**src/rtl/cordic_vector.sv**
```systemverilog
// Iterative vectoring-mode CORDIC: (x, y) -> (An*|v|, atan2(y, x)).
// Angles in degrees x 1e7, same scale as the rotation-mode engine.
module cordic_vector #(
   parameter int ITER  = 16,
   parameter int WIDTH = 32
) (
   input  logic                    clk,
   input  logic                    rst,
   input  logic                    s,
   input  logic signed [WIDTH-1:0] x_in,
   input  logic signed [WIDTH-1:0] y_in,
   output logic                    done,
   output logic signed [WIDTH-1:0] magnitude,
   output logic signed [WIDTH-1:0] angle
);

   typedef enum logic [1:0] {
      ST_IDLE,
      ST_ITER,
      ST_DONE
   } state_t;

   localparam logic signed [WIDTH-1:0] HALF_TURN = 32'sd1800000000;
   localparam logic [3:0] LAST = 4'(ITER - 1);

   state_t                  r_state;
   logic [3:0]              r_cnt;
   logic signed [WIDTH-1:0] r_xr;
   logic signed [WIDTH-1:0] r_yr;
   logic signed [WIDTH-1:0] r_zr;
   logic                    r_zero;

   logic signed [WIDTH-1:0] w_atan;
   logic signed [WIDTH-1:0] w_xs;
   logic signed [WIDTH-1:0] w_ys;
   logic signed [WIDTH-1:0] w_xn;
   logic signed [WIDTH-1:0] w_yn;
   logic signed [WIDTH-1:0] w_zn;
   logic                    w_ypos;
   logic                    w_start_zero;

   always_comb begin
      w_atan = '0;
      unique case (r_cnt)
         4'd0:  w_atan = 32'sd450000000;
         4'd1:  w_atan = 32'sd265650512;
         4'd2:  w_atan = 32'sd140362435;
         4'd3:  w_atan = 32'sd71250163;
         4'd4:  w_atan = 32'sd35763344;
         4'd5:  w_atan = 32'sd17899106;
         4'd6:  w_atan = 32'sd8951737;
         4'd7:  w_atan = 32'sd4476142;
         4'd8:  w_atan = 32'sd2238105;
         4'd9:  w_atan = 32'sd1119057;
         4'd10: w_atan = 32'sd559529;
         4'd11: w_atan = 32'sd279765;
         4'd12: w_atan = 32'sd139882;
         4'd13: w_atan = 32'sd69941;
         4'd14: w_atan = 32'sd34971;
         4'd15: w_atan = 32'sd17485;
      endcase
   end

   // Drive yr toward zero; zr may wrap transiently near +/-180 deg,
   // but modular arithmetic brings the final angle back in range.
   always_comb begin
      w_xs   = r_xr >>> r_cnt;
      w_ys   = r_yr >>> r_cnt;
      w_ypos = ~r_yr[WIDTH-1];
      w_xn   = w_ypos ? r_xr + w_ys   : r_xr - w_ys;
      w_yn   = w_ypos ? r_yr - w_xs   : r_yr + w_xs;
      w_zn   = w_ypos ? r_zr + w_atan : r_zr - w_atan;
      w_start_zero = (x_in == '0) && (y_in == '0);
   end

   always_ff @(posedge clk) begin
      if (rst) begin
         r_state   <= ST_IDLE;
         r_cnt     <= '0;
         r_xr      <= '0;
         r_yr      <= '0;
         r_zr      <= '0;
         r_zero    <= 1'b0;
         done      <= 1'b0;
         magnitude <= '0;
         angle     <= '0;
      end else begin
         unique case (r_state)
            ST_IDLE: begin
               if (s) begin
                  r_cnt   <= '0;
                  r_zero  <= w_start_zero;
                  r_state <= ST_ITER;
                  if (x_in[WIDTH-1]) begin
                     r_xr <= -x_in;
                     r_yr <= -y_in;
                     r_zr <= y_in[WIDTH-1] ? -HALF_TURN : HALF_TURN;
                  end else begin
                     r_xr <= x_in;
                     r_yr <= y_in;
                     r_zr <= '0;
                  end
               end
            end
            ST_ITER: begin
               r_xr  <= w_xn;
               r_yr  <= w_yn;
               r_zr  <= w_zn;
               r_cnt <= r_cnt + 4'd1;
               if (r_cnt == LAST) begin
                  magnitude <= r_zero ? '0 : w_xn;
                  angle     <= r_zero ? '0 : w_zn;
                  done      <= 1'b1;
                  r_state   <= ST_DONE;
               end
            end
            ST_DONE: begin
               if (!s) begin
                  done    <= 1'b0;
                  r_state <= ST_IDLE;
               end
            end
            default: r_state <= ST_IDLE;
         endcase
      end
   end

endmodule

```
**config.mk**
```make
export PLATFORM = sky130hd
export DESIGN_NAME = cordic_vector
export DESIGN_NICKNAME = d
export VERILOG_FILES = /design/src/rtl/cordic_vector.sv
export SDC_FILE = /design/constraint.sdc
export NUM_CORES = 1
export LEC_CHECK = 0
export CORE_ASPECT_RATIO = 1.5
export CORE_MARGIN = 2
export CORE_UTILIZATION = 25
export DETAILED_ROUTE_END_ITERATION = 8
export GPL_TIMING_DRIVEN = 1
export PLACE_DENSITY = 0.5
export RECOVER_POWER = 50
export SKIP_LAST_GASP = 1
export SLEW_MARGIN = 40
export SYNTH_ARGS = -nofsm -noshare
export SYNTH_HDL_FRONTEND = slang
export SYNTH_SLANG_ARGS = --single-unit
```
**constraint.sdc**
```tcl
create_clock -name clk -period 6 [get_ports clk]
set_clock_uncertainty 0.05 [all_clocks]
set_input_delay 1.8 -clock clk [delete_from_list [all_inputs] [get_ports clk]]
set_output_delay 1.8 -clock clk [all_outputs]
set_load 0.01 [all_outputs]
```
* Word-level counts from Yosys, hierarchy flattened
Memories as Yosys holds them, arrays and structs flattened. A register that Yosys moved wholly into a read port is not among the register bits.
Index checks and enable logic that the tools add are counted.
** Cells by class
- Add/subtract/negate cells :: 9
- Eq/ne operators :: 6
- Shift operators :: 2
- Multiplexer cells :: 26
- Reductions and logical operators :: 11
** Operator list (count)
- 32-bit 2-to-1 mux :: 12
- 32-bit one-hot mux with 2 select lines :: 3
- 32-bit adder :: 3
- 32-bit subtractor :: 3
- 32-bit logical NOT :: 2
- 32-bit negation :: 2
- 32-bit by 4-bit >>> shifter with 32-bit output :: 2
- 4-bit 2-to-1 mux :: 3
- 4-bit one-hot mux with 2 select lines :: 1
- 2-bit 2-to-1 mux :: 3
- 2-bit != test (second input constant) :: 3
- 2-bit one-hot mux with 3 select lines :: 1
- 2-bit AND reduction :: 3
- 3-bit AND reduction :: 2
- 4-bit by 1-bit adder with 4-bit output (second input constant) :: 1
- 4-bit == test (second input constant) :: 1
- 2-bit nonzero test :: 2
- 2-bit by 1-bit == test with 1-bit output (second input constant) :: 1
- 2-bit == test (second input constant) :: 1
- 2-bit logical NOT :: 1
- 1-bit 2-to-1 mux :: 2
- 1-bit one-hot mux with 2 select lines :: 1
- 1-bit logical AND :: 1
** Storage, ports and cells
- Flip-flop bits (word level) :: 168
- Bits in read-only memories :: 464
- Input bits :: 67
- Logic and storage cells :: 64
- Memories kept :: 1
** Memory list
- (name not given) :: depth 16, bits a word 29, rd ports 1, clocked after memory_dff 1, write ports 0, RTL line 44 : unique case (r_cnt)

* Longest topological paths before layout
Gate-level depths: netlist (run 1).
- Word-level depth :: 5
- Depth in mapped cells :: 28

* Least setup slack after synthesis (run 1)
No wires, ideal clock.
- Kind :: register to register
- From :: register r_cnt[3]
- To :: register r_xr[29]
- Library setup time :: 0.125 ns
- Arrival :: 5.616 ns
- Setup slack :: 0.209 ns
- Cell stages (with the launch flop) :: 27
- Path buffers :: 7
- Clock period less this slack :: 5.791 ns
- Cell sequence :: dfxtp_1 > clkbuf_1 > clkbuf_1 > buf_1 > clkbuf_1 > clkbuf_1 > clkbuf_1 > buf_1 > nor2_1 > a21oi_1 > ha_1 > and2_1 > nor4bb_1 > and2_1 > nor2_1 > xor2_1 > ha_1 > a21o_1 > a21o_1 > a21oi_1 > o221ai_1 > a21oi_1 > a21oi_1 > o21a_1 > o21ai_0 > nor4b_1 > nor3_1
** On the way
- Cells in the longest elaborated chain, start to end :: 4
** RTL lines
- start: declaration :: RTL line 27 : logic [3:0] r_cnt;
- start signal: assignment :: RTL line 109 : r_cnt <= r_cnt + 4'd1;
- 32-bit by 4-bit >>> shifter with 32-bit output * :: RTL line 68 : w_ys = r_yr >>> r_cnt;
- 32-bit adder or 32-bit subtractor (tied branches) :: RTL line 70 : w_xn = w_ypos ? r_xr + w_ys : r_xr - w_ys;
- 32-bit 2-to-1 mux * :: RTL line 70
- 32-bit one-hot mux with 2 select lines * :: RTL line 88 : unique case (r_state)
- end signal: assignment :: RTL line 95 : r_xr <= -x_in;
- end signal: assignment :: RTL line 99 : r_xr <= x_in;
- end signal: assignment :: RTL line 106 : r_xr <= w_xn;
- end: declaration :: RTL line 28 : logic signed [WIDTH-1:0] r_xr;
Mark *: on every way between the ends. The rest lies on a longest branch, timed or not.
A chain may end at the register's enable or synchronous reset.

* Final worst setup path (run 1)
- From :: register r_cnt[1]
- To :: register magnitude[31]
** On the way
- Cells in the longest elaborated chain, start to end :: 4
** RTL lines
- 32-bit by 4-bit >>> shifter with 32-bit output :: RTL line 68
- 32-bit adder or 32-bit subtractor (tied branches) :: RTL line 70
- 32-bit 2-to-1 mux :: RTL line 70
- 32-bit 2-to-1 mux :: RTL line 111 : magnitude <= r_zero ? '0 : w_xn;
- end signal: assignment :: RTL line 111
- end: declaration :: RTL line 13 : output logic signed [WIDTH-1:0] magnitude,
Several ways; a longest one is shown, not always the timed one.

==> results.md, run 1 <==
- Max-cap violations: 0
- DR iter-0 viols: 1290
- Net Count, Synth: 2618
- Post-DR vias/cell: 5.377
- Setup TNS: 0 ps
- Placer Congestion: 0.9252
- Yosys warns: 0
- Slowest-stage cell, CP: mux4_2
- Grt ovf: 0
- Largest net degree at the start of global routing: 70
- Most area-consuming cells after synthesis: dfxtp_1 (21%), ha_1 (7.6%), nor2_1 (6.1%)
- Met2 Use GR: 37.42%
- Share of layout cells above drive strength 1: 9.445%
- Int Power: 4.051 mW
- Worst-Margin Slew: 1053 ps
- Routing usage on met1: 19.14%
- Synthesized flop and latch total: 197
- Top FF cell, synth: dfxtp_1
- Synthesized area: 0.01877 mm2
- # rows: 123
- Async SR Flop Fraction: 0%
- Total power: 8.004 mW
- Syn Area/Cell: 7.711 um2
- Met3 usage in global routing: 1.949%
- Ant diodes: 0
- Hold buffers post-CTS: 0
- Sw power: 3.953 mW
- Run status: finished clean
- Origin of the critical flop-to-flop path: r_cnt[1]$_SDFFE_PP0P_
- Worst path top cell family by delay: compound AO/OA/AOI/OAI gates
- Pins Over Slew Limit: 0
- Switching share of power: 49.38%
- Synthesis-to-layout area growth: 17.87%
- Worst r2r path cells: 21
- Cell area after layout: 0.02212 mm2
- # nets final: 2712
- H-tree depth: 4
- Die width: 227.7 um
- Drt first pass iters: 7
- Gr usage total: 19.64%
- CTS Buffer Depth: 2
- PD cells: 361.8 mW/mm2
- Sink Count: 197
- Cell count after synthesis: 2434
- Clk pwr share: 15.5%
- CTS Buf Count: 17
- Seq pwr share: 22.1%
- Setup violators final: 0
- First-pass GRT wire length: 115.5 mm
- Post-DRT Antenna Nets: 0
- Gr busiest metal: met2
- Worst-path clk slew: 90 ps
- Crit Path Max Fanout: 13
- Worst hold start: angle[26]$_SDFFE_PP0P_
- Starting density of the core: 25.14%
- Achievable Freq: 177.6 MHz
- Die ar.: 0.07733 mm2
- Worst Path Buf+Inv: 3
- Final worst-path cycle share: 93.85%
- Commonest cells post-synth: nor2_1 (306), a21oi_1 (228), nand2_1 (208)
- Hold slack: 411.2 ps
- Clk_lat worst skew: 500 ps
- Top-area cell type share of the netlist area: 21.01%
- Die Ht: 339.6 um
- Hold Path Cell Cnt: 2
- CP peak stage delay: 560 ps
- Yosys cell types: 88
- Type of the tightest min-delay check: flop to flop
- R2R Path End: magnitude[31]$_SDFFE_PP0P_
- Worst Setup End Kind: flop
- Routed len/inst: 21.94 um
- Most frequent cell after synthesis: nor2_1
- Critical setup path kind: flop to flop
- Drt total wl: 77.70 mm
- Hold path endpoint: angle[26]$_SDFFE_PP0P_
- Critical Path Source Type: flop
- Residual DRC count: 0
- Worst path cell trace: buf_4, buf_16, mux4_2, mux2_4, or4_4, a222oi_1, buf_4, nor2b_1, a21oi_1, xnor2_1, ha_1, nand2_1, nor3b_1, a21oi_1, o211ai_1, nand3_1, a21oi_1, o2111ai_1, a21oi_1, xor2_1, o21ai_1
- Max_slew headroom: 29.77%
- Core Footprint: 0.07464 mm2
- Initial antenna violation count: 1
- Root Driver: clkbuf_16
- Port bufs: 131
- Worst EP arrival: 5930 ps
- Dominant cell type by area after synthesis: dfxtp_1
- IO Pins: 132
- Area post-placement: 0.02147 mm2
- RSZ-0062 raised after global routing: true
- Most used cell, CP: a21oi_1
- Min cycle time layout: 5631 ps
- Number of global-route vias before repair: 18810
- Worst vdd ir: 0.2286 mV
- Total vias in the final route: 19040
- CTS tree: built
- Logic pwr share: 62.5%
- Dpl hpwl: 61.11 mm
- Worst R2R Setup Slack: 370 ps
- Final hold violations: 0
- Static Leak: 8.714 nW
- Register area share after synthesis: 21.01%
- Post-synth EDFFs: 0
- Critical path required time: 6300 ps
cell usage in the layout (no fill, tap or decap), types with 13 or more instances in the layout:
master | synthesis | final
mux2i_1 | 60 | 60
a22oi_1 | 33 | 33
clkbuf_16 | 0 | 17
a221oi_1 | 13 | 13
o22ai_1 | 18 | 18
xor2_1 | 102 | 102
nand2_1 | 208 | 208
or3_1 | 23 | 23
nand2b_1 | 22 | 21
o21a_1 | 22 | 22
o211ai_1 | 13 | 13
buf_4 | 3 | 82
xnor2_1 | 109 | 109
a21o_1 | 57 | 57
dlygate4sd3_1 | 0 | 62
a22o_1 | 13 | 13
nor3_1 | 50 | 49
a31oi_1 | 34 | 34
inv_1 | 54 | 54
nor2_1 | 306 | 305
nor2b_1 | 23 | 21
a21oi_1 | 228 | 228
mux2_2 | 29 | 28
a2111oi_0 | 21 | 21
a211oi_1 | 54 | 54
nand3_1 | 50 | 50
dfxtp_1 | 197 | 192
o31ai_1 | 32 | 32
ha_1 | 114 | 114
mux4_2 | 50 | 50
and3_1 | 19 | 19
o21ai_0 | 140 | 140
clkdlybuf4s50_1 | 0 | 67
and2_1 | 21 | 20
logic make-up after synthesis:
logic type	count (synthesis)	share of synthesized area (%)
AO/OA/AOI/OAI	764	26.14
AND/OR/NAND/NOR	800	19.69
XOR/XNOR	211	9.847
buffers and inverters	205	4.367
multiplexers	140	11.02
flip-flops	197	21.01
adder cells (fa/ha/maj)	117	7.920
power by group through the flow:
stage / clock network (mW) / logic (mW) / registers (mW)
after floorplan: 0 / 3.50 / 1.62
after CTS: 1.27 / 4.98 / 1.76
after global routing: 1.31 / 5.49 / 1.76
after global placement: 0 / 4.96 / 1.79
final: 1.24 / 5.00 / 1.77
after detailed placement: 0 / 4.95 / 1.79
metal layers:
| metal | routed length, um | part of all wire [%] |
|---|---|---|
| met3 | 2402 | 3.1 |
| met4 | 6721 | 8.6 |
| met1 | 27150 | 35 |
| met2 | 41420 | 53 |
| met5 | 0 | 0 |
through the flow:
stage          utilization [%]  instances  worst slack (ps)
4_1_cts                  29.56       3538             166.7
3_3_place_gp             28.72       3505             319.4
5_1_grt                  29.64       3541            -23.54
3_5_place_dp             28.77       3506             234.0
2_1_floorplan                -       2434             208.8
6_report                 29.64       3541             369.3
layout make-up:
cell class	count	area [um2]
multi-input cells	2032	14060
repair buffers	223	2057
fillers	8109	52520
flip-flops and latches	197	3958
clock buffers	17	425.4
inverters	57	214.0
clock inverters	15	161.4
well taps	1000	1251
flip-flops by register name, summed over array words and instances (netlist names):
signal	flops
r_xr	32
r_zr	32
angle	32
done	1
r_state	2
magnitude	32
r_zero	1
r_yr	32
w_atan	29
r_cnt	4
worst max-delay path by stage:
stage | startpoint | end | slack [ps] | depth (start not counted)
2_1_floorplan | r_cnt[3]$_SDFFE_PP0P_ | r_xr[29]$_SDFFE_PP0P_ | 210 | 26
3_3_place_gp | r_cnt[1]$_SDFFE_PP0P_ | r_xr[30]$_SDFFE_PP0P_ | 320 | 19
3_5_place_dp | r_cnt[1]$_SDFFE_PP0P_ | r_xr[30]$_SDFFE_PP0P_ | 230 | 19
4_1_cts | r_cnt[1]$_SDFFE_PP0P_ | r_xr[30]$_SDFFE_PP0P_ | 170 | 19
5_1_grt | r_cnt[1]$_SDFFE_PP0P_ | r_xr[30]$_SDFFE_PP0P_ | -20 | 20
6_report | r_cnt[1]$_SDFFE_PP0P_ | magnitude[31]$_SDFFE_PP0P_ | 370 | 21
worst min-delay path: stages, from the launching register on:
cell and delay, ps:
dfxtp_1 330, nand2_1 40, o21ai_0 60
repair_timing:
item / 4_1_cts / 5_1_grt
setup endpoints to repair: 0 / 21
resized for setup: 0 / 4
buffers inserted: 0 / 3
Note: power is estimated with default switching activity, not from simulation.
==> run 2: changes to the inputs <==
--- a/config.mk
+++ b/config.mk
@@ -5,12 +5,13 @@
 export SDC_FILE = /design/constraint.sdc
 export NUM_CORES = 1
 export LEC_CHECK = 0
+export ABC_CLOCK_PERIOD_IN_PS = 6000
 export CORE_ASPECT_RATIO = 1.5
 export CORE_MARGIN = 2
 export CORE_UTILIZATION = 25
 export DETAILED_ROUTE_END_ITERATION = 8
 export GPL_TIMING_DRIVEN = 1
-export PLACE_DENSITY = 0.5
+export PLACE_DENSITY_LB_ADDON = 0.1
 export RECOVER_POWER = 50
 export SKIP_LAST_GASP = 1
 export SLEW_MARGIN = 40
==> constraint.sdc (replaced) <==
create_clock -name clk -period 6 [get_ports clk]
set_clock_uncertainty 0.05 [all_clocks]
set_input_delay 0.6 -clock clk [delete_from_list [all_inputs] [get_ports clk]]
set_output_delay 0.6 -clock clk [all_outputs]
set_load 0.01 [all_outputs]
==> run 2 against run 1 <==
Compared with the run above:
- design area grew 0.25%
- first-iteration DRC count down 4.7%
- die area unchanged
- sequential cell count unchanged
- via count is 0.78% lower
- critical endpoint is now r_xr[30]$_SDFFE_PP0P_
- wire length grew 3.8%
- core utilization up 0.074 points
- largest power group unchanged
- setup slack got worse by 140 ps
==> results.md, run 2 (synthesized netlist as in run 1, its figures left out) <==
- Starting density of the core: 25.14%
- First-pass GRT wire length: 120.1 mm
- Area post-placement: 0.02151 mm2
- Placer Congestion: 0.8906
- Critical Path Source Type: flop
- Worst-path clk slew: 90 ps
- Die width: 227.7 um
- Gr usage total: 20.56%
- Logic pwr share: 62.5%
- Filler cells: 8052
- Sw power: 3.975 mW
- # nets final: 2721
- Switching share of power: 48.87%
- Post-DR vias/cell: 5.320
- Die ar.: 0.07733 mm2
- Worst Setup End Kind: flop
- Largest net degree at the start of global routing: 67
- Post-DRT Antenna Nets: 0
- Final hold violations: 0
- Hold buffers post-CTS: 0
- Residual DRC count: 0
- Dpl hpwl: 63.42 mm
- DR iter-0 viols: 1229
- Achievable Freq: 173.3 MHz
- Total vias in the final route: 18890
- Worst Slack Setup Final: 231.1 ps
- Drt first pass iters: 5
- Cell area after layout: 0.02218 mm2
- Initial antenna violation count: 0
- CTS tree: built
- Port bufs: 131
- Finished Core Util: 29.71%
- Drt total wl: 80.65 mm
- Max-cap violations: 0
- Origin of the critical flop-to-flop path: r_cnt[1]$_SDFFE_PP0P_
- # rows: 123
- H-tree depth: 4
- Share of layout cells above drive strength 1: 10.08%
- PD cells: 366.7 mW/mm2
- Worst-Margin Slew: 884.1 ps
- Hold slack: 416.8 ps
- CTS Buffer Depth: 2
- Crit Path Max Fanout: 16
- IO Pins: 132
- Min cycle time layout: 5769 ps
- Static Leak: 8.548 nW
- Grt ovf: 0
- Die Ht: 339.6 um
- Pins Over Slew Limit: 0
- Setup violators final: 0
- Clk pwr share: 15.8%
- Number of global-route vias before repair: 18870
- Sink Count: 197
- Max_slew headroom: 40.43%
- Worst r2r path cells: 20
- Int Power: 4.158 mW
- Critical path required time: 6390 ps
- Most frequent cells in the layout: nor2_1 (304), a21oi_1 (227), nand2_1 (208), dfxtp_1 (192), o21ai_0 (140)
- Final worst-path cycle share: 96.15%
- Routed len/inst: 22.71 um
- Worst R2R Setup Slack: 230 ps
- Commonest non-fill, non-tap cell in the layout: nor2_1
- Hold Path Cell Cnt: 2
- Type of the tightest min-delay check: input pin to flop
- Root Driver: clkbuf_16
- Seq pwr share: 21.7%
- Clk_lat worst skew: 520 ps
- Setup Slack @ Placement: 308.5 ps
- Synthesis-to-layout area growth: 18.17%
- Hold path endpoint: magnitude[1]$_SDFFE_PP0P_
- Worst EP arrival: 6160 ps
- Worst hold start: rst
- RSZ-0062 raised after global routing: true
- Worst vdd ir: 0.2263 mV
- Run status: finished clean
- CTS Buf Count: 17
- R2R Path End: r_xr[30]$_SDFFE_PP0P_
- Critical setup path kind: flop to flop
- Core Footprint: 0.07464 mm2
run 2: cell types whose count changed in the layout (fill, tap and decap cells not counted), sizes merged:
cell           before  now
bufinv              1    2
inv                62   59
clkbuf             22   19
dlygate4sd3        62    0
clkinvlp            2    1
clkinv              7    8
buf                89  103
diode               0    1
clkdlybuf4s50      67  129
run 2: worst max-delay path, stage by stage (launching register included):
cell and delay [ps]:
dfxtp_4 540, mux4_2 600, mux4_2 550, nor4_1 430
o211ai_1 200, nor4bb_1 410, buf_4 200, and2_1 130
a21oi_1 70, xor2_1 180, ha_1 300, and3_1 210
nand3_1 130, nor2b_1 170, a21boi_0 280, nor3_1 100
buf_4 160, o21ai_0 240, nand2_1 110, or4_1 410
a31oi_1 180
run 2: worst max path at each step:
stage / endpoint / startpoint
2_1_floorplan: r_xr[29]$_SDFFE_PP0P_ / r_cnt[3]$_SDFFE_PP0P_
3_3_place_gp: magnitude[31]$_SDFFE_PP0P_ / r_cnt[1]$_SDFFE_PP0P_
3_5_place_dp: r_xr[18]$_SDFFE_PP0P_ / r_cnt[1]$_SDFFE_PP0P_
4_1_cts: r_yr[28]$_SDFFE_PP0P_ / r_cnt[1]$_SDFFE_PP0P_
5_1_grt: r_xr[30]$_SDFFE_PP0P_ / r_cnt[1]$_SDFFE_PP0P_
6_report: r_xr[30]$_SDFFE_PP0P_ / r_cnt[1]$_SDFFE_PP0P_
run 2: final cells by class:
class	instances	area (um2)	share of cell area (%)
Antenna cell	1	2.502	0.01128
Sequential cell	197	3958	17.84
Timing Repair Buffer	232	2082	9.388
Multi-Input combinational cell	2032	14050	63.37
Inverter	57	214.0	0.9647
Clock inverter	13	162.7	0.7334
Tap cell	1000	1251	5.642
Clock buffer	19	452.9	2.042
run 2: metrics by stage:
step | TNS (ps) | std cells | power (mW)
after floorplan | 0 | 2434 | 5.119
after global placement | 0 | 3516 | 6.898
after detailed placement | 0 | 3516 | 6.900
after CTS | 0 | 3548 | 8.241
after global routing | -79.89 | 3550 | 8.781
final | 0 | 3551 | 8.132
run 2: power by group through the flow:
stage	clock (mW)	sequential [mW]	combinational, mW
2_1_floorplan	0	1.62	3.50
3_3_place_gp	0	1.79	5.10
4_1_cts	1.34	1.77	5.14
5_1_grt	1.38	1.77	5.63
6_report	1.29	1.76	5.08
3_5_place_dp	0	1.80	5.10
run 2: routing by layer:
layer	track usage (%)	part of all wire (%)	vias up
met4	10.76	5.2	0
li1	-	-	9144
met3	2.520	2.7	142
met2	40.59	55	416
met1	20.80	37	9190
met5	0	0	-
run 2: repair_timing:
action,CTS,global route
setup buffers,0,2
endpoints found under the hold margin,0,0
setup endpoints to repair,0,15
resized for setup,0,6
==> run 3: changes to the inputs <==
--- a/config.mk
+++ b/config.mk
@@ -13,6 +13,7 @@
 export GPL_TIMING_DRIVEN = 1
 export PLACE_DENSITY_LB_ADDON = 0.1
 export RECOVER_POWER = 50
+export SETUP_SLACK_MARGIN = 0.2
 export SKIP_LAST_GASP = 1
 export SLEW_MARGIN = 40
 export SYNTH_ARGS = -nofsm -noshare
==> run 3 against run 2 <==
Compared with the run above:
- the flow now finishes with violations (capacitance limit, slew limit)
- wire length barely moved
- clock power hardly changed
- fmax increased by 3.4%
- sequential cell count stayed put
- cell count about the same
- combinational power hardly changed
- sequential share of layout area is essentially flat
- via count is 0.11% higher
- sequential power about the same
- non-clock buffer count increased by 3
==> results.md, run 3 (synthesized netlist as in run 1, its figures left out) <==
- IO Pins: 132
- Critical Path Source Type: flop
- Dpl hpwl: 63.42 mm
- Failing checks: capacitance limit, slew limit
- Die width: 227.7 um
- Starting density of the core: 25.14%
- Worst-Margin Slew: 2306 ps
- Max-cap violations: 4
- Max_slew headroom: -53.74%
- # nets final: 2724
- Final hold violations: 0
- PD cells: 367.1 mW/mm2
- Sink Count: 197
- Grt ovf: 0
- Post-DRT Antenna Nets: 0
- CTS Buffer Depth: 2
- Placed cell count: 3516
- Core Footprint: 0.07464 mm2
- Port bufs: 131
- Worst EP arrival: 5930 ps
- Synthesis-to-layout area growth: 18.34%
- Placer Congestion: 0.8906
- Total vias in the final route: 18910
- Critical path required time: 6360 ps
- Commonest non-fill, non-tap cell in the layout: nor2_1
- Share of layout cells above drive strength 1: 10.07%
- Residual DRC count: 0
- Min cycle time layout: 5579 ps
- Static Leak: 8.783 nW
- Type of the tightest min-delay check: flop to flop
- Worst-path clk slew: 90 ps
- Largest net degree at the start of global routing: 67
- Run status: finished, violations left
- H-tree depth: 4
- Worst R2R Setup Slack: 420 ps
- Final Non-Filler Cells: 3553
- Achievable Freq: 179.2 MHz
- # rows: 123
- Setup violators final: 0
- Drt first pass iters: 6
- CTS Buf Count: 17
- Crit Path Max Fanout: 8
- Most frequent cells in the layout: nor2_1 (305), a21oi_1 (225), nand2_1 (208), dfxtp_1 (193), o21ai_0 (138)
- Die Ht: 339.6 um
- RSZ-0062 raised after global routing: false
- First-pass GRT wire length: 120.1 mm
- Gr usage total: 20.56%
- Setup TNS: 0 ps
- Drt total wl: 80.69 mm
- Die ar.: 0.07733 mm2
- Number of global-route vias before repair: 18870
- Final worst-path cycle share: 92.98%
- Worst Setup End Kind: flop
- Routed len/inst: 22.71 um
- Root Driver: clkbuf_16
- Post-DR vias/cell: 5.323
- Initial antenna violation count: 1
- CTS tree: built
- DR iter-0 viols: 1233
- Critical setup path kind: flop to flop
- Clk_lat worst skew: 520 ps
- Worst vdd ir: 0.2252 mV
- Pins Over Slew Limit: 139
- Ant diodes: 0
run 3: cell count changes in the layout (fill, tap and decap cells not counted), moves of 2 or more:
cell / delta
a21boi_0: -2
a21boi_1: +2
a21oi_1: -2
a21oi_2: +2
buf_4: -2
clkbuf_1: +4
clkdlybuf4s50_1: -67
dlygate4sd3_1: +67
nor4_1: -2
nor4_2: +2
o21ai_0: -2
o21ai_1: +2
run 3: per-stage QoR:
step                      area (um2)  power (mW)  hold WS (ps)  worst slack, ps  util (%)
after global routing           22210       8.800         392.4            145.7     29.76
after CTS                      22130       8.241         386.1            291.6     29.65
after detailed placement       21510       6.900         398.4            308.5     28.82
after floorplan                18770       5.119         402.2            208.8         -
after global placement         21500       6.898         406.2            376.5     28.81
final                          22210       8.153         412.1            421.0     29.76
run 3: routing by layer:
metal	part of all wire [%]	track usage, %	up-vias
li1	-	-	9139
met5	0	0	-
met3	2.9	2.520	139
met1	37	20.80	9213
met4	5.2	10.76	0
met2	55	40.59	421
run 3: worst max-delay path, cell delays in order, from the launching register on:
cell       delay (ps)
dfxtp_4           390
clkbuf_8          180
buf_4             140
mux4_2            550
mux2_4            310
or4_4             520
a222oi_1          330
buf_4             200
nor2_1             50
xor2_1            160
ha_1              350
a21o_1            200
a21oi_1           150
nor2b_1            70
a311oi_2          370
and2_1            270
o211ai_1          140
a41oi_1           320
xnor2_1           230
nor2_1             70
a2111oi_0         410
run 3: final timing paths:
check | cells past startpoint | endpoint | startpoint
setup / recovery | 20 | r_xr[18]$_SDFFE_PP0P_ | r_cnt[1]$_SDFFE_PP0P_
hold / removal | 2 | angle[27]$_SDFFE_PP0P_ | angle[27]$_SDFFE_PP0P_
setup reg to reg | 20 | r_xr[18]$_SDFFE_PP0P_ | r_cnt[1]$_SDFFE_PP0P_
hold reg to reg | 2 | angle[27]$_SDFFE_PP0P_ | angle[27]$_SDFFE_PP0P_
run 3: report_power, final:
group	switching (mW)	total (mW)	internal (mW)	leakage, nW
logic	3.04	5.11	2.06	6.87
registers	0.308	1.76	1.45	1.61
clock network	0.636	1.29	0.650	0.302
total	3.99	8.15	4.17	8.78
run 3: cell type report:
class | count | area [um2]
clock buffer | 19 | 452.9
tap | 1000 | 1251
sequential | 197 | 3956
timing repair buffer | 235 | 2100
clock inverter | 13 | 162.7
fill | 8054 | 52430
multi-input combinational | 2032 | 14070
inverter | 57 | 214.0
run 3: what timing repair did:
| item | in CTS | in global routing |
|---|---|---|
| hold buffers | 0 | 0 |
| endpoints found under the setup margin | 0 | 38 |
| gates resized for setup | 0 | 19 |
| setup buffers | 0 | 5 |
==> variant 1: new RTL, flow settings as in run 2 <==
The parameter `WIDTH` goes from 32 to 40.
--- a/src/rtl/cordic_vector.sv
+++ b/src/rtl/cordic_vector.sv
@@ -3,5 +3,5 @@
 module cordic_vector #(
    parameter int ITER  = 16,
-   parameter int WIDTH = 32
+   parameter int WIDTH = 40
 ) (
    input  logic                    clk,
Interface: changed (resized angle, magnitude, x_in and y_in); port bits go from 132 to 164. The function was not compared with the original's and may differ.
==> variant 1 against run 2 <==
Core utilization grew 1.9 points. Wire length rose by 31%. Sequential share of layout area decreased by 1.8 points. Sequential power rose by 23%. Worst setup slack better by 0.094 ns. Area after synthesis increased by 26%. Final area grew 34%. The run now ends with capacitance limit, slew limit left. Total power grew 51%. Die area grew 25%. Sequential cell count grew 40. Via count rose by 28%. Synthesized cell count is 21% higher.
==> variant 1: results (changes against run 2) <==
[route]
drtIter0Drc=1314  ; was 1229
wl_per_cell_um=23.2  ; was 22.7 um
vias_per_cell=5.30  ; was 5.32

[timing]
setup_ws_ns=0.325  ; was 0.231 ns
worstMarginPinSlew_ns=2.16  ; was 0.884 ns
drv_slew=70  ; was 0
hold_slack_ns=0.408  ; was 0.417 ns

[synth]
ys_seq_elements=237  ; was 197
yosys-top-cells-count=337 x nor2_1, 254 x a21oi_1, 237 x dfxtp_1  ; was 306 x nor2_1, 228 x a21oi_1, 208 x nand2_1

[clocking]
path_clk_slew_ns=0.06  ; was 0.09 ns
cts_max_path_buffers=3  ; was 2
clk_latency_ns=0.61  ; was 0.52 ns
numCtsBuffers=30  ; was 17
h-tree-depth=1  ; was 4

[critical_path]
crit_path_max_fanout=10  ; was 16
cpPeakStageDelay_ns=0.56  ; was 0.60 ns
worstPathArrival_ns=6.11  ; was 6.16 ns
ff2ff_path_depth=23  ; was 20

[power]
p_leak_nw=12.2  ; was 8.55 nW
ir_drop_v=0.000276  ; was 0.000226 V

[grt]
track_usage_pct=21.3  ; was 20.6%
grt_pass1_wl_mm=158  ; was 120 mm
grt_pass1_vias=24800  ; was 18900
antenna_found_initial=2  ; was 0

[hold_path]
hp-class=reg2reg  ; was in2reg
min_to=angle[39]  ; was magnitude[1]

[final_layout]
drive_gt1_share_pct=17.1  ; was 10.1%
nNetsFinal=3506  ; was 2721

[placed_design]
dp_slack_ns=-0.293  ; was 0.308 ns
dp_hpwl_mm=83.5  ; was 63.4 mm
gp_congestion=0.903  ; was 0.891

[run]
maxCapViolations=2  ; was 0

[run_status]
violations=capacitance limit, slew limit
status=finished with violations  ; was complete, no violations

[variant 1: area by class of cell]
class / instances / area (um^2) / area share, %
Sequential cell: 237 / 4760 / 16.0
Timing Repair Buffer: 500 / 4340 / 14.6
Clock buffer: 46 / 902 / 3.03
Clock inverter: 10 / 81.3 / 0.274
Antenna cell: 1 / 2.50 / 0.00842
Tap cell: 1260 / 1580 / 5.30
Multi-Input combinational cell: 2446 / 17800 / 59.9
Inverter: 69 / 259 / 0.871
[variant 1: where the power goes]
part	internal [mW]	switching (mW)
clock	1.07	0.801
sequential	1.77	0.400
combinational	3.68	4.58
total	6.51	5.78
[variant 1: layer usage]
| metal | vias up | global-route usage, % | wire length, um |
|---|---|---|---|
| met3 | 142 | 1.83 | 2980 |
| met2 | 454 | 41.6 | 58000 |
| met4 | 0 | 6.76 | 3620 |
| met5 | - | 0 | 0 |
| li1 | 11700 | - | - |
| met1 | 11900 | 23.7 | 41400 |
[variant 1: metrics by stage]
| step | power, mW | cell area [um^2] | cells |
|---|---|---|---|
| floorplan | 6.98 | 23600 | 2937 |
| global placement | 10.4 | 28500 | 4505 |
| detailed placement | 10.4 | 28600 | 4508 |
| CTS | 12.4 | 29600 | 4564 |
| global route | 13.2 | 29700 | 4568 |
| finish | 12.3 | 29700 | 4569 |
[variant 1: timing repair]
item	4_1_cts	5_1_grt
setup buffers	0	4
endpoints found under the hold margin	0	0
setup endpoints to repair	7	30
gates resized for setup	4	13
cloned	0	0
[variant 1: cell families after synthesis]
family                   Yosys count  synth area share [%]
AO/OA/AOI/OAI                    935                  26.4
multiplexers                     200                  12.9
adder cells (fa/ha/maj)          139                  7.47
flip-flops                       237                  20.1
buffers and inverters            254                  4.83
AND/OR/NAND/NOR                  908                  18.5
XOR/XNOR                         264                  9.81
==> variant 2: new RTL, flow settings as in run 2 <==
Made on the original files. Add an input register stage for `x_in`; this delays it by one clock. The other inputs are not delayed to match.
--- a/src/rtl/cordic_vector.sv
+++ b/src/rtl/cordic_vector.sv
@@ -23,4 +23,10 @@
    localparam logic signed [WIDTH-1:0] HALF_TURN = 32'sd1800000000;
    localparam logic [3:0] LAST = 4'(ITER - 1);
+
+   logic signed [WIDTH-1:0] x_q;
+
+   always_ff @(posedge clk) begin
+      x_q <= x_in;
+   end
 
    state_t                  r_state;
@@ -71,5 +77,5 @@
       w_yn   = w_ypos ? r_yr - w_xs   : r_yr + w_xs;
       w_zn   = w_ypos ? r_zr + w_atan : r_zr - w_atan;
-      w_start_zero = (x_in == '0) && (y_in == '0);
+      w_start_zero = (x_q == '0) && (y_in == '0);
    end
 
@@ -92,10 +98,10 @@
                   r_zero  <= w_start_zero;
                   r_state <= ST_ITER;
-                  if (x_in[WIDTH-1]) begin
-                     r_xr <= -x_in;
+                  if (x_q[WIDTH-1]) begin
+                     r_xr <= -x_q;
                      r_yr <= -y_in;
                      r_zr <= y_in[WIDTH-1] ? -HALF_TURN : HALF_TURN;
                   end else begin
-                     r_xr <= x_in;
+                     r_xr <= x_q;
                      r_yr <= y_in;
                      r_zr <= '0;
Function: same outputs for any inputs over 10 cycles, from zero or initial values and one cycle with rst high; that may be too few to reach the edited logic, so the function may still have changed.
==> variant 2 against run 2 <==
Area after synthesis grew 5.4%. Final area grew 5.2%. Sequential power grew 18%. Count of clock-buffer cells in the layout grew 17. Total power grew 21%. Wire length grew 5.2%. Die area grew 5.3%. Non-clock buffer count shrank 32. Worst setup slack gained 0.079 ns. Sequential cell count grew 32. Critical endpoint is now r_yr[31].
==> variant 2: results (changes against run 2) <==
[power]
p_leak_nw=8.96  ; was 8.55 nW
p_int_mw=5.14  ; was 4.16 mW
clockPowerShare_pct=19.8  ; was 15.8%
switchingPower_mw=4.71  ; was 3.97 mW
ir_drop_v=0.000284  ; was 0.000226 V

[hold_path]
hp-class=reg2reg  ; was in2reg
min_to=angle[31]  ; was magnitude[1]
hold_start=angle[31]  ; was rst

[clocking]
path_clk_slew_ns=0.07  ; was 0.09 ns
cts_max_path_buffers=3  ; was 2
clk_latency_ns=0.62  ; was 0.52 ns

[grt]
grt_pass1_wl_mm=126  ; was 120 mm
grt_pass1_vias=20100  ; was 18900
grt_max_degree=93  ; was 67

[synth]
synth_nets=2711  ; was 2618
postSynthCellCount=2527  ; was 2434
yosys-top-cells-count=314 x nor2_1, 229 x dfxtp_1, 228 x a21oi_1  ; was 306 x nor2_1, 228 x a21oi_1, 208 x nand2_1
synth-seq-area-share_pct=23.2  ; was 21.0%

[timing]
hold_slack_ns=0.399  ; was 0.417 ns

[placed_design]
dp_slack_ns=0.230  ; was 0.308 ns

[critical_path]
r2r-start=r_cnt[2]  ; was r_cnt[1]
cp-endpoint=r_yr[31]  ; was r_xr[30]

[final_layout]
nNetsFinal=2778  ; was 2721
finalNonFillerCells=3640  ; was 3551

[run_status]
status=complete, no violations  ; unchanged

variant 2: changes by cell type after synthesis, moves of 13 or more:
cell | run 2 | this run
a211oi_1 | 54 | 39
or3_1 | 23 | 10
a31oi_1 | 34 | 49
dfxtp_1 | 197 | 229
mux2i_1 | 60 | 77
mux4_2 | 50 | 37
variant 2: cell type report:
| type | count | area, um^2 | share of cell area [%] |
|---|---|---|---|
| clock buffers | 36 | 813 | 3.49 |
| repair buffers | 200 | 1880 | 8.06 |
| multi-input cells | 2076 | 14300 | 61.3 |
| inverters | 59 | 221 | 0.950 |
| well taps | 1024 | 1280 | 5.49 |
| clock inverters | 16 | 231 | 0.992 |
| flip-flops and latches | 229 | 4600 | 19.7 |
variant 2: worst max-delay path: stages, from the launching register on:
cell	delay (ns)
dfxtp_4	0.47
buf_4	0.44
buf_4	0.28
mux4_2	0.36
mux2i_1	0.21
inv_1	0.14
o21ai_1	0.29
nand4_1	0.31
nor4b_2	0.43
buf_4	0.21
and3_1	0.23
buf_4	0.17
a21oi_1	0.06
o32ai_1	0.34
ha_1	0.33
a21oi_1	0.17
nand2_1	0.07
a31oi_1	0.35
o21ai_0	0.13
a21oi_1	0.20
xnor2_1	0.13
o22ai_1	0.10
variant 2: kinds of logic (layout without fill, tap and decap cells):
group / count (synthesis) / in the layout
AND/OR/NAND/NOR: 813 / 813
AO/OA/AOI/OAI: 779 / 779
flip-flops: 229 / 229
buffers and inverters: 222 / 311
XOR/XNOR: 216 / 216
multiplexers: 151 / 151
adder cells (fa/ha/maj): 117 / 117
variant 2: metal layers:
layer | up-vias | track usage, % | share of wire [%]
li1 | 9405 | - | -
met1 | 9468 | 21.2 | 37
met5 | - | 0 | 0.019
met2 | 421 | 40.4 | 55
met3 | 139 | 2.13 | 3.2
met4 | 2 | 8.52 | 4.5
